[src/rtl/genius_pkg.sv]
// Shared definitions for the Genius game: colour codes, player-input FSM states
// and the colour-to-LED mapping also used by sequence playback.
package genius_pkg;

    localparam logic [1:0] BLUE   = 2'd0;
    localparam logic [1:0] YELLOW = 2'd1;
    localparam logic [1:0] GREEN  = 2'd2;
    localparam logic [1:0] RED    = 2'd3;

    typedef enum logic [2:0] {
        ST_IDLE,
        ST_WAIT_KEY,
        ST_CHECK,
        ST_ECHO,
        ST_FINISH
    } state_e;

    function automatic logic [3:0] color_onehot(input logic [1:0] color);
        logic [3:0] led;
        case (color)
            BLUE:    led = 4'b0001;
            YELLOW:  led = 4'b0010;
            GREEN:   led = 4'b0100;
            default: led = 4'b1000;
        endcase
        return led;
    endfunction

endpackage

[src/rtl/genius_cycle_timer.sv]
// Terminal-count cycle timer: held at zero by clr_i, counts while en_i, and
// flags the last of CYCLES enabled cycles. Saturates so it can never wrap.
module genius_cycle_timer #(
    parameter int unsigned CYCLES = 4
) (
    input  logic clk_i,
    input  logic rst_ni,
    input  logic clr_i,
    input  logic en_i,
    output logic done_o
);
    localparam int unsigned W = (CYCLES > 1) ? $clog2(CYCLES) : 1;
    localparam logic [W-1:0] LAST = W'(CYCLES - 1);

    logic [W-1:0] cnt_q, cnt_d;

    always_comb begin
        cnt_d = cnt_q;
        if (clr_i) begin
            cnt_d = '0;
        end else if (en_i && (cnt_q != LAST)) begin
            cnt_d = cnt_q + W'(1);
        end
    end

    always_ff @(posedge clk_i or negedge rst_ni) begin
        if (!rst_ni) begin
            cnt_q <= '0;
        end else begin
            cnt_q <= cnt_d;
        end
    end

    assign done_o = en_i && (cnt_q == LAST);

endmodule

[src/rtl/genius_player_input.sv]
// Player key-entry checker: compares IR key presses against the stored sequence,
// echoes each correct colour on the LEDs, and reports match/timeout/abort.
//   state       | meaning
//   ST_IDLE     | waiting for start from the game FSM
//   ST_WAIT_KEY | waiting for a key press, timeout running
//   ST_CHECK    | compare captured key with sequence memory data
//   ST_ECHO     | correct key lit on LEDs for the echo time
//   ST_FINISH   | one-cycle done pulse, result flags valid
module genius_player_input
    import genius_pkg::*;
#(
    parameter int unsigned LEN_W          = 5,
    parameter int unsigned TIMEOUT_CYCLES = 250000000,
    parameter int unsigned ECHO_CYCLES    = 25000000
) (
    input  logic             clk_i,
    input  logic             rst_ni,
    input  logic             start_i,
    input  logic [LEN_W-1:0] seq_len_i,
    input  logic             ir_rdy_i,
    input  logic [1:0]       ir_color_i,
    input  logic             ir_power_i,
    output logic [LEN_W-1:0] seq_addr_o,
    input  logic [1:0]       seq_color_i,
    output logic             busy_o,
    output logic [3:0]       led_o,
    output logic             done_o,
    output logic             match_o,
    output logic             timeout_o,
    output logic             abort_o
);
    state_e           state_q, state_d;
    logic [LEN_W-1:0] len_q, len_d;
    logic [LEN_W-1:0] addr_q, addr_d;
    logic [1:0]       key_q, key_d;
    logic [3:0]       led_q, led_d;
    logic             match_q, match_d;
    logic             timeout_q, timeout_d;
    logic             abort_q, abort_d;
    logic             to_done, echo_done, last_entry;

    genius_cycle_timer #(.CYCLES(TIMEOUT_CYCLES)) u_timeout (
        .clk_i (clk_i),
        .rst_ni(rst_ni),
        .clr_i (state_q != ST_WAIT_KEY),
        .en_i  (state_q == ST_WAIT_KEY),
        .done_o(to_done)
    );

    genius_cycle_timer #(.CYCLES(ECHO_CYCLES)) u_echo (
        .clk_i (clk_i),
        .rst_ni(rst_ni),
        .clr_i (state_q != ST_ECHO),
        .en_i  (state_q == ST_ECHO),
        .done_o(echo_done)
    );

    assign last_entry = (addr_q == (len_q - LEN_W'(1)));

    always_ff @(posedge clk_i or negedge rst_ni) begin
        if (!rst_ni) begin
            state_q   <= ST_IDLE;
            len_q     <= '0;
            addr_q    <= '0;
            key_q     <= '0;
            led_q     <= '0;
            match_q   <= 1'b0;
            timeout_q <= 1'b0;
            abort_q   <= 1'b0;
        end else begin
            state_q   <= state_d;
            len_q     <= len_d;
            addr_q    <= addr_d;
            key_q     <= key_d;
            led_q     <= led_d;
            match_q   <= match_d;
            timeout_q <= timeout_d;
            abort_q   <= abort_d;
        end
    end

    // A key arriving on the timeout terminal cycle wins: ir_rdy is tested first.
    always_comb begin
        state_d = state_q;
        case (state_q)
            ST_IDLE: begin
                if (start_i) begin
                    state_d = (seq_len_i == '0) ? ST_FINISH : ST_WAIT_KEY;
                end
            end
            ST_WAIT_KEY: begin
                if (ir_rdy_i) begin
                    state_d = ir_power_i ? ST_FINISH : ST_CHECK;
                end else if (to_done) begin
                    state_d = ST_FINISH;
                end
            end
            ST_CHECK: state_d = (key_q == seq_color_i) ? ST_ECHO : ST_FINISH;
            ST_ECHO: begin
                if (echo_done) begin
                    state_d = last_entry ? ST_FINISH : ST_WAIT_KEY;
                end
            end
            ST_FINISH: state_d = ST_IDLE;
            default:   state_d = ST_IDLE;
        endcase
    end

    always_comb begin
        len_d     = len_q;
        addr_d    = addr_q;
        key_d     = key_q;
        led_d     = led_q;
        match_d   = match_q;
        timeout_d = timeout_q;
        abort_d   = abort_q;
        case (state_q)
            ST_IDLE: begin
                if (start_i) begin
                    len_d     = seq_len_i;
                    addr_d    = '0;
                    match_d   = (seq_len_i == '0);
                    timeout_d = 1'b0;
                    abort_d   = 1'b0;
                end
            end
            ST_WAIT_KEY: begin
                if (ir_rdy_i) begin
                    if (ir_power_i) begin
                        abort_d = 1'b1;
                    end else begin
                        key_d = ir_color_i;
                    end
                end else if (to_done) begin
                    timeout_d = 1'b1;
                end
            end
            ST_CHECK: begin
                if (key_q == seq_color_i) begin
                    led_d = color_onehot(key_q);
                end
            end
            ST_ECHO: begin
                if (echo_done) begin
                    led_d = '0;
                    if (last_entry) begin
                        match_d = 1'b1;
                    end else begin
                        addr_d = addr_q + LEN_W'(1);
                    end
                end
            end
            default: ;
        endcase
    end

    assign busy_o     = (state_q != ST_IDLE);
    assign done_o     = (state_q == ST_FINISH);
    assign seq_addr_o = addr_q;
    assign led_o      = led_q;
    assign match_o    = match_q;
    assign timeout_o  = timeout_q;
    assign abort_o    = abort_q;

endmodule

[config.mk]
export PLATFORM = sky130hd
export DESIGN_NAME = genius_player_input
export DESIGN_NICKNAME = d
export VERILOG_FILES = /design/src/rtl/genius_pkg.sv /design/src/rtl/genius_cycle_timer.sv /design/src/rtl/genius_player_input.sv
export SDC_FILE = /design/constraint.sdc
export NUM_CORES = 1
export LEC_CHECK = 0
export CAP_MARGIN = 20
export CORE_MARGIN = 1.5
export CORE_UTILIZATION = 64
export CTS_CLUSTER_SIZE = 30
export DETAILED_ROUTE_END_ITERATION = 10
export GPL_ROUTABILITY_DRIVEN = 0
export PLACE_DENSITY = 0.92
export SETUP_SLACK_MARGIN = 0.5
export SYNTH_ARGS = -nofsm -noshare
export SYNTH_HDL_FRONTEND = slang
export SYNTH_SLANG_ARGS = --single-unit
[constraint.sdc]
create_clock -name clk_i -period 3.4 [get_ports clk_i]
set_input_delay 0.68 -clock clk_i [delete_from_list [all_inputs] [get_ports clk_i]]
set_output_delay 0.68 -clock clk_i [all_outputs]
set_load 0.01 [all_outputs]
==> results.ini <==
[critical_path]
worstReg2RegStart=state_q[1]
worstReg2RegEnd=seq_addr_o[1]
worst-endpoint-arrival_ps=1830
worstPathMaxFanout=19
endpoint_kind=output port
crit_type=flip-flop to output port
required_ps=2720
start_kind=flip-flop
regToRegSetupSlack_ps=1050
r2r_cells=5

[route]
routed_via_density=6.55
drt-total-wl_mm=9.26
drc=0
wl_met1_mm=3.78
top_layer=met4
wl_per_cell_um=17.3
vias=3504
first_iter_violations=338
wl_met3_um=508
route.met2.wl_mm=4.66
ant_nets=0
dr.pass1.iters=5

[layout]
area_growth_pct=12.6
layout-drive-gt1-share_pct=8.48
final_nets=473
num_antenna_cells=0

[clock_network]
postCtsHoldBufs=0
clkSlewWorstSetupHoldPaths_ps=80
cts_tree=done
root_buffer=clkbuf_8
clk_latency_ps=350
htreeDepth=3
clockBufferDepth=2
postCtsSetupRepairBufs=0
cts_buffers=9
cts_sinks=75
cts_resized=0

[synth]
yosysTopAreaCell=dfrtp_1
async_flop_share_pct=100
ys_seq_elements=75
yosysWarningCount=0
synth_area_leaders=dfrtp_1 (46%), xnor2_1 (7.0%), nor2_1 (4.4%)
syn-instance-count=435
ys_types=54
synth_fp_nets=453
synth-edff-count=0
ys_seq_area_share_pct=45.7
syn_avg_cell_area_um2=9.44
dominantRegCellSynth=dfrtp_1
yosys.area.top_type_share_pct=45.7
synth.most_common_cell=dfrtp_1
ys_top_cells_by_count=dfrtp_1 (75), nor2_1 (48), nand2_1 (33), xnor2_1 (33), a21oi_1 (29)
syn-cell-area_mm2=0.00411

[global_routing]
groute.usage.overall_pct=28.2
antenna_found_initial=0
grt_pass1_wl_mm=15.8
grt-ovfl-total=0
grt_max_degree=76
grt_pass1_vias=3521

[status]
status=finished, final reports clean

[die]
core_area_mm2=0.00606
rows=28
die-area_mm2=0.00690
initial_core_util_pct=67.7
fp.dieW_um=83.1
ioPinCount=28
die_y_um=83.1

[sta]
slew_headroom_pct=37.4
slew_violations=0
hold_ws_ps=469
setup_violations=0
min_period_ps=2510
worstMarginPinSlew_ps=939
fmax_mhz=399
hold_viol=0
rsz0062_at_grt=false
period_share_pct=73.7
tns_ps=0
fin_skew_ps=10.2

[power]
p_leak_nw=1.85
power_mw=2.64
vdd_drop_max_v=0.000567
power_density_mw_per_mm2=571

[hold_path]
min_path_type=input pin to asynchronous set/reset pin

[placement]
port_buffers=27
hpwlAfterDp_mm=6.04

[run]
max_cap_violations=0

metrics by stage:
stage | area, um^2 | worst slack (ps) | cells | util, %
2_1_floorplan | 4110 | 1390 | 435 | -
3_3_place_gp | 4380 | 980 | 519 | 72.3
3_5_place_dp | 4380 | 854 | 519 | 72.3
4_1_cts | 4620 | 897 | 535 | 76.2
5_1_grt | 4620 | 818 | 535 | 76.2
6_report | 4620 | 895 | 535 | 76.2
worst max path at each step:
stage / startpoint / to / slack [ps] / cells after the start
after floorplan: start_i / len_q[4] / 1390 / 4
after global placement: start_i / len_q[2] / 980 / 5
after detailed placement: start_i / len_q[4] / 850 / 5
after CTS: state_q[0] / busy_o / 900 / 2
after global routing: state_q[0] / done_o / 820 / 2
final: state_q[0] / busy_o / 890 / 2
final cells by class:
class	instances	area, um^2
tap	75	93.8
timing repair buffer	30	290
fill	391	1440
clock inverter	7	116
inverter	12	45.0
clock buffer	9	124
sequential	75	1880
multi-input combinational	327	2070
per-layer routing:
layer,global-route usage (%),vias up
met5,0,-
li1,-,1590
met2,48.6,175
met4,11.7,0
met3,5.86,52
met1,34.4,1687
cell usage in the layout, fill, tap and decap left out, types with 3 or more instances in the layout:
master / n
a211oi_1: 7
a21oi_1: 29
a31oi_1: 3
and2_1: 6
and3_1: 14
and4_1: 7
buf_4: 4
bufinv_16: 3
clkbuf_8: 9
clkdlybuf4s50_1: 26
dfrtp_1: 75
ha_1: 4
inv_1: 12
mux2_2: 6
mux2i_1: 3
nand2_1: 33
nand3_1: 18
nand4_1: 7
nand4b_1: 3
nor2_1: 48
nor2b_1: 4
nor3_1: 16
nor4_1: 5
o21ai_0: 18
or3_1: 14
xnor2_1: 33
xor2_1: 11
report_power, final:
group / switching [mW] / leakage [nW] / internal, mW
combinational: 0.379 / 0.707 / 0.305
sequential: 0.137 / 1.02 / 0.989
clock: 0.343 / 0.119 / 0.486
total: 0.859 / 1.85 / 1.78
registers in the layout, summed over array words and instances (netlist names):
name and flops:
u_timeout.cnt_q 28, u_echo.cnt_q 25, len_q 5, seq_addr_o 5, led_o 4, state_q 3
key_q 2, abort_o 1, match_o 1, timeout_o 1
worst max-delay path, stage by stage, from the launching register on:
cell and delay, ps:
dfrtp_1 570, or3_1 390, clkdlybuf4s50_1 510
kinds of logic (layout without fill, tap and decap cells):
| logic type | count (synthesis) | after routing | share of synthesized area (%) |
|---|---|---|---|
| adder cells (fa/ha/maj) | 4 | 4 | 1.22 |
| buffers and inverters | 33 | 58 | 3.75 |
| AO/OA/AOI/OAI | 77 | 77 | 11.7 |
| XOR/XNOR | 44 | 44 | 9.39 |
| flip-flops | 75 | 75 | 45.7 |
| AND/OR/NAND/NOR | 193 | 193 | 25.9 |
| multiplexers | 9 | 9 | 2.38 |
No activity file was read; power rests on OpenSTA's default activity.
